--- config.mk ---
export PLATFORM = sky130hd
export DESIGN_NAME = radio_spi_master
export DESIGN_NICKNAME = d
export VERILOG_FILES = /design/src/rtl/radio_spi_master.sv
export SDC_FILE = /design/constraint.sdc
export NUM_CORES = 1
export LEC_CHECK = 0
export ABC_AREA = 1
export CORE_MARGIN = 2
export CORE_UTILIZATION = 30
export DETAILED_ROUTE_END_ITERATION = 10
export PLACE_DENSITY = 0.62
export SETUP_SLACK_MARGIN = 0.4
export SLEW_MARGIN = 10
export SYNTH_ARGS = -nofsm -noshare
export SYNTH_HDL_FRONTEND = slang
export SYNTH_SLANG_ARGS = --single-unit
--- constraint.sdc ---
create_clock -name controller_logic_clk -period 1.5 [get_ports controller_logic_clk]
set_input_delay 0.375 -clock controller_logic_clk [delete_from_list [all_inputs] [get_ports controller_logic_clk]]
set_output_delay 0.375 -clock controller_logic_clk [all_outputs]
set_load 0.01 [all_outputs]
--- src/rtl/radio_spi_master.sv ---
// SPI mode-0 command serializer for the MAX2829 radio and AD9777 DAC chip selects.
// One command word per transfer, sent starting at cmd_data[0].
module radio_spi_master #(
   parameter int CLK_DIV  = 4,
   parameter int MAX_BITS = 24
) (
   input  logic                controller_logic_clk,
   input  logic                controller_reset,
   input  logic                cmd_valid,
   output logic                cmd_ready,
   input  logic                cmd_target,
   input  logic [4:0]          cmd_len,
   input  logic [0:MAX_BITS-1] cmd_data,
   output logic                cmd_done,
   output logic                controller_spi_clk,
   output logic                controller_spi_data,
   output logic                controller_radio_cs,
   output logic                controller_dac_cs
);

   localparam logic [7:0] DIV_LOAD = 8'(CLK_DIV - 1);
   localparam logic [5:0] MAX_LEN  = 6'(MAX_BITS);

   typedef enum logic [2:0] {
      ST_IDLE,
      ST_SETUP,
      ST_HIGH,
      ST_LOW,
      ST_GAP_A,
      ST_GAP_B
   } state_t;

   state_t              state_q, state_d;
   logic [7:0]          cnt_q, cnt_d;
   logic [4:0]          bit_q, bit_d;
   logic [0:MAX_BITS-1] shift_q, shift_d;
   logic                target_q, target_d;
   logic                ready_q, ready_d;
   logic                done_q, done_d;
   logic                sclk_q, sclk_d;
   logic                sdata_q, sdata_d;
   logic                radio_cs_q, radio_cs_d;
   logic                dac_cs_q, dac_cs_d;

   logic [5:0]          len_eff;
   logic [4:0]          len_m1;
   logic                cnt_zero;
   logic                active_d;

   assign len_eff  = (cmd_len == 5'd0 || {1'b0, cmd_len} > MAX_LEN) ? MAX_LEN : {1'b0, cmd_len};
   assign len_m1   = 5'(len_eff - 6'd1);
   assign cnt_zero = (cnt_q == 8'd0);

   // The gap is split into two D-cycle halves so the counter never needs more than 8 bits.
   always_comb begin
      state_d  = state_q;
      cnt_d    = cnt_q;
      bit_d    = bit_q;
      shift_d  = shift_q;
      target_d = target_q;
      done_d   = 1'b0;
      case (state_q)
         ST_IDLE: begin
            if (cmd_valid && ready_q) begin
               state_d  = ST_SETUP;
               cnt_d    = DIV_LOAD;
               bit_d    = len_m1;
               shift_d  = cmd_data;
               target_d = cmd_target;
            end
         end
         ST_SETUP: begin
            cnt_d = cnt_zero ? DIV_LOAD : cnt_q - 8'd1;
            if (cnt_zero) state_d = ST_HIGH;
         end
         ST_HIGH: begin
            cnt_d = cnt_zero ? DIV_LOAD : cnt_q - 8'd1;
            if (cnt_zero) begin
               state_d = ST_LOW;
               if (bit_q != 5'd0) shift_d = {shift_q[1:MAX_BITS-1], 1'b0};
            end
         end
         ST_LOW: begin
            cnt_d = cnt_zero ? DIV_LOAD : cnt_q - 8'd1;
            if (cnt_zero) begin
               if (bit_q == 5'd0) begin
                  state_d = ST_GAP_A;
               end else begin
                  state_d = ST_HIGH;
                  bit_d   = bit_q - 5'd1;
               end
            end
         end
         ST_GAP_A: begin
            cnt_d = cnt_zero ? DIV_LOAD : cnt_q - 8'd1;
            if (cnt_zero) state_d = ST_GAP_B;
         end
         ST_GAP_B: begin
            cnt_d = cnt_zero ? DIV_LOAD : cnt_q - 8'd1;
            if (cnt_zero) begin
               state_d = ST_IDLE;
               done_d  = 1'b1;
            end
         end
         default: state_d = ST_IDLE;
      endcase
   end

   // Outputs are decoded from the next state so every pin comes straight from a flop.
   always_comb begin
      active_d   = (state_d == ST_SETUP) || (state_d == ST_HIGH) || (state_d == ST_LOW);
      ready_d    = (state_d == ST_IDLE);
      sclk_d     = (state_d == ST_HIGH);
      sdata_d    = active_d ? shift_d[0] : 1'b0;
      radio_cs_d = !(active_d && !target_d);
      dac_cs_d   = !(active_d && target_d);
   end

   always_ff @(posedge controller_logic_clk) begin
      if (controller_reset) begin
         state_q    <= ST_IDLE;
         cnt_q      <= 8'd0;
         bit_q      <= 5'd0;
         shift_q    <= '0;
         target_q   <= 1'b0;
         ready_q    <= 1'b0;
         done_q     <= 1'b0;
         sclk_q     <= 1'b0;
         sdata_q    <= 1'b0;
         radio_cs_q <= 1'b1;
         dac_cs_q   <= 1'b1;
      end else begin
         state_q    <= state_d;
         cnt_q      <= cnt_d;
         bit_q      <= bit_d;
         shift_q    <= shift_d;
         target_q   <= target_d;
         ready_q    <= ready_d;
         done_q     <= done_d;
         sclk_q     <= sclk_d;
         sdata_q    <= sdata_d;
         radio_cs_q <= radio_cs_d;
         dac_cs_q   <= dac_cs_d;
      end
   end

   assign cmd_ready           = ready_q;
   assign cmd_done            = done_q;
   assign controller_spi_clk  = sclk_q;
   assign controller_spi_data = sdata_q;
   assign controller_radio_cs = radio_cs_q;
   assign controller_dac_cs   = dac_cs_q;

endmodule

==> results.json <==
{
  "outcome": "complete, but fails checks",
  "violated_checks": "negative setup slack",
  "p_comb_frac": 0.653,
  "netlist_area_um2": 2399,
  "synth.yosys.warnings": 0,
  "max-clock-path-buffers": 2,
  "leakage_nw": 1.849,
  "cts_root_buf": "sky130_fd_sc_hd__clkbuf_8",
  "worstHoldPathType": "reg -> reg",
  "largest_net_degree_at_the_start_of_global_routing": 15,
  "pwr-share-clk": 0.130,
  "layout.filler_cells": 659,
  "post-route-min-period_ns": 1.544,
  "setup_violations": 14,
  "routed_wl_um": 8148,
  "multiInputGateArea_um2": 1785,
  "critPathKind": "reg -> reg",
  "post_synth_inst_count": 339,
  "most_frequent_cells_in_the_layout": "sky130_fd_sc_hd__nand2_1, sky130_fd_sc_hd__dfxtp_1, sky130_fd_sc_hd__buf_4",
  "num-nets-final": 481,
  "worst_slew_pin_slew_ns": 0.3254,
  "synth-seq-area-share": 0.3923,
  "n_antenna_cell": 0,
  "cp.arrival_ns": 1.73,
  "antenna_violations_before_repair": 0,
  "initial_core_util": 0.3104,
  "final_worst_path_cycle_share": 1.029,
  "clk_latency_worst_skew_pair_ns": 0.30,
  "critPathRequiredTime_ns": 1.69,
  "power.total_w": 0.008390,
  "post-place-cells": 505,
  "syn_nets": 374,
  "initialDrtViolationCount": 111,
  "post_synth_num_cell_types": 31,
  "fin_cells": 549,
  "drc_errors": 0,
  "grtUsageTotal": 0.1842,
  "hpwl_um": 4378,
  "final-seq-area_um2": 960.9,
  "place.gp.congestion": 0.7980,
  "power_frac_seq": 0.218,
  "avgViaCountPerCell": 4.914,
  "route.vias.total": 2698,
  "yosys_register_bits": 47,
  "ir_worst_vdd_mv": 1.453,
  "grt_setup_unrepaired": "yes",
  "timing.clock.skew_ns": 0.005481,
  "port_buffers": 38,
  "syn_avg_cell_area_um2": 7.075,
  "die_h_um": 93.42,
  "pin_count": 39,
  "drive_above_1_share": 0.4899,
  "postRouteAntennaNets": 0,
  "timing.final.hold_violations": 0,
  "slew-limit-headroom": 0.7822,
  "cts.reportedPaths.clkPinSlew_ns": 0.09,
  "die_area_um2": 8726,
  "maxSlewViolCount": 0,
  "setup.worst_path.end_class": "register",
  "detail_route.first_pass.iterations": 4,
  "htreeDepth": 2,
  "p_int_w": 0.004716,
  "area_delta_synth_final_pct": 80.70,
  "tritoncts": "built",
  "pwr_density_cell_nw_per_um2": 1936,
  "most_frequent_standard_cell_in_the_layout_excluding_fill_and_tap_cells": "sky130_fd_sc_hd__nand2_1",
  "clkSinkCount": 47,
  "routedWlPerCell_um": 14.84,
  "first_global_vias": 2685,
  "globalRouteOverflowTotal": 0,
  "numCtsBuffers": 5,
  "post_layout_worst_setup_margin_ns": -0.04376,
  "highest_net_fanout_along_the_worst_path": 4,
  "floorplan.core_area_um2": 7727,
  "fp.dieW_um": 93.42,
  "net_switching_fraction_of_the_power": 0.4379,
  "wire_length_of_the_first_global_routing_pass_um": 12560,
  "clock.fmax_mhz": 647.8,
  "power.switching_w": 0.003674,
  "core.rowCount": 32,
  "critPathLaunchType": "register",
  "max-cap-violations": 0
}
==> kinds of logic after synthesis <==
group	count (synthesis)	share of synthesized area
adders and majority gates	2	0.01043
DFF	47	0.3923
buffers and inverters	57	0.1111
muxes	1	0.004173
AOI/OAI and AO/OA	71	0.1748
and+or+nand+nor	159	0.3000
xor gates and xnor gates	2	0.007304
==> path summary, 6_finish.rpt <==
| kind | startpoint | slack (ns) | to | cells after the start |
|---|---|---|---|---|
| setup reg to reg | cnt_q[0] | -0.04 | controller_dac_cs | 10 |
| hold reg to reg | shift_q[9] | 0.47 | shift_q[9] | 2 |
| setup / recovery | cnt_q[0] | -0.04 | controller_dac_cs | 10 |
| hold / removal | shift_q[9] | 0.47 | shift_q[9] | 2 |
==> cells in the mapped netlist (all sizes together) <==
cell type  instances  area, µm²
a221oi             1      8.760
ha                 2      25.02
a21oi             38      193.9
a31oi              8      50.05
xor2               2      17.52
inv               44      167.7
buf                9      83.82
o21a               1      7.510
nand3b             1      7.510
nand3             19      115.1
nor2              40      196.4
mux2i              1      10.01
nand4              3      18.77
nor3               7      40.04
o21ai             10      61.31
a22oi             13      97.59
clkbuf             4      15.01
dfxtp             47      940.9
nand2             89      341.6
==> layer usage <==
layer / GRT usage / share of wire / up-vias
met5: 0 / 0 / -
met3: 0.03868 / 0.044 / 20
met1: 0.2166 / 0.39 / 1284
met2: 0.3267 / 0.53 / 71
li1: - / - / 1323
met4: 0.06985 / 0.032 / 0
==> cell type report <==
cell class,count,share of cell area
clock buffers,6,0.01674
clock inverters,2,0.01386
inverters,44,0.04273
multi-input cells,237,0.4120
flip-flops and latches,47,0.2217
well taps,102,0.02945
repair buffers,111,0.2636
==> power by group through the flow <==
stage	clock network [W]	registers (W)	logic, W
finish	0.00109	0.00182	0.00547
CTS	0.00111	0.00180	0.00479
global placement	0	0.00176	0.00292
global route	0.00116	0.00186	0.00583
detailed placement	0	0.00177	0.00295
floorplan	0	0.00174	0.00219
==> registers in the layout, summed over array words and instances, names as in the netlist <==
| name | flops |
|---|---|
| controller_radio_cs | 1 |
| controller_spi_data | 1 |
| state_q | 3 |
| cmd_done | 1 |
| controller_spi_clk | 1 |
| controller_dac_cs | 1 |
| cmd_ready | 1 |
| shift_q | 24 |
| bit_q | 5 |
| target_q | 1 |
| cnt_q | 8 |
==> what timing repair did <==
action                                  4_1_cts  5_1_grt
hold buffers                                  0        0
cloned                                        4        1
pin swaps                                    43       25
resized for setup                           174       41
setup buffers                                27        4
endpoints found under the setup margin       52       53
==> stage by stage <==
| step | hold WS (ns) | setup slack [ns] | TNS (ns) | utilization | area (µm²) |
|---|---|---|---|---|---|
| after CTS | 0.4646 | -0.004157 | -0.005165 | 0.5317 | 4109 |
| after global placement | 0.4259 | -0.5406 | -17.22 | 0.4152 | 3208 |
| after floorplan | 0.4123 | -0.03477 | -0.03477 | - | 2479 |
| final | 0.4661 | -0.04376 | -0.2680 | 0.5609 | 4334 |
| after detailed placement | 0.4261 | -0.6059 | -16.83 | 0.4152 | 3208 |
| after global routing | 0.4862 | -0.1517 | -3.057 | 0.5609 | 4334 |
==> worst max-delay path, stage by stage (launching register included) <==
cell                       delay (ns)
sky130_fd_sc_hd__dfxtp_2         0.34
sky130_fd_sc_hd__inv_2           0.08
sky130_fd_sc_hd__ha_4            0.15
sky130_fd_sc_hd__nand3_4         0.11
sky130_fd_sc_hd__nor2_8          0.19
sky130_fd_sc_hd__buf_6           0.14
sky130_fd_sc_hd__nand2_4         0.05
sky130_fd_sc_hd__nand3_2         0.10
sky130_fd_sc_hd__nand2_2         0.09
sky130_fd_sc_hd__nand2_4         0.10
sky130_fd_sc_hd__nand3b_1        0.08
(Power assumes the default switching activity.)
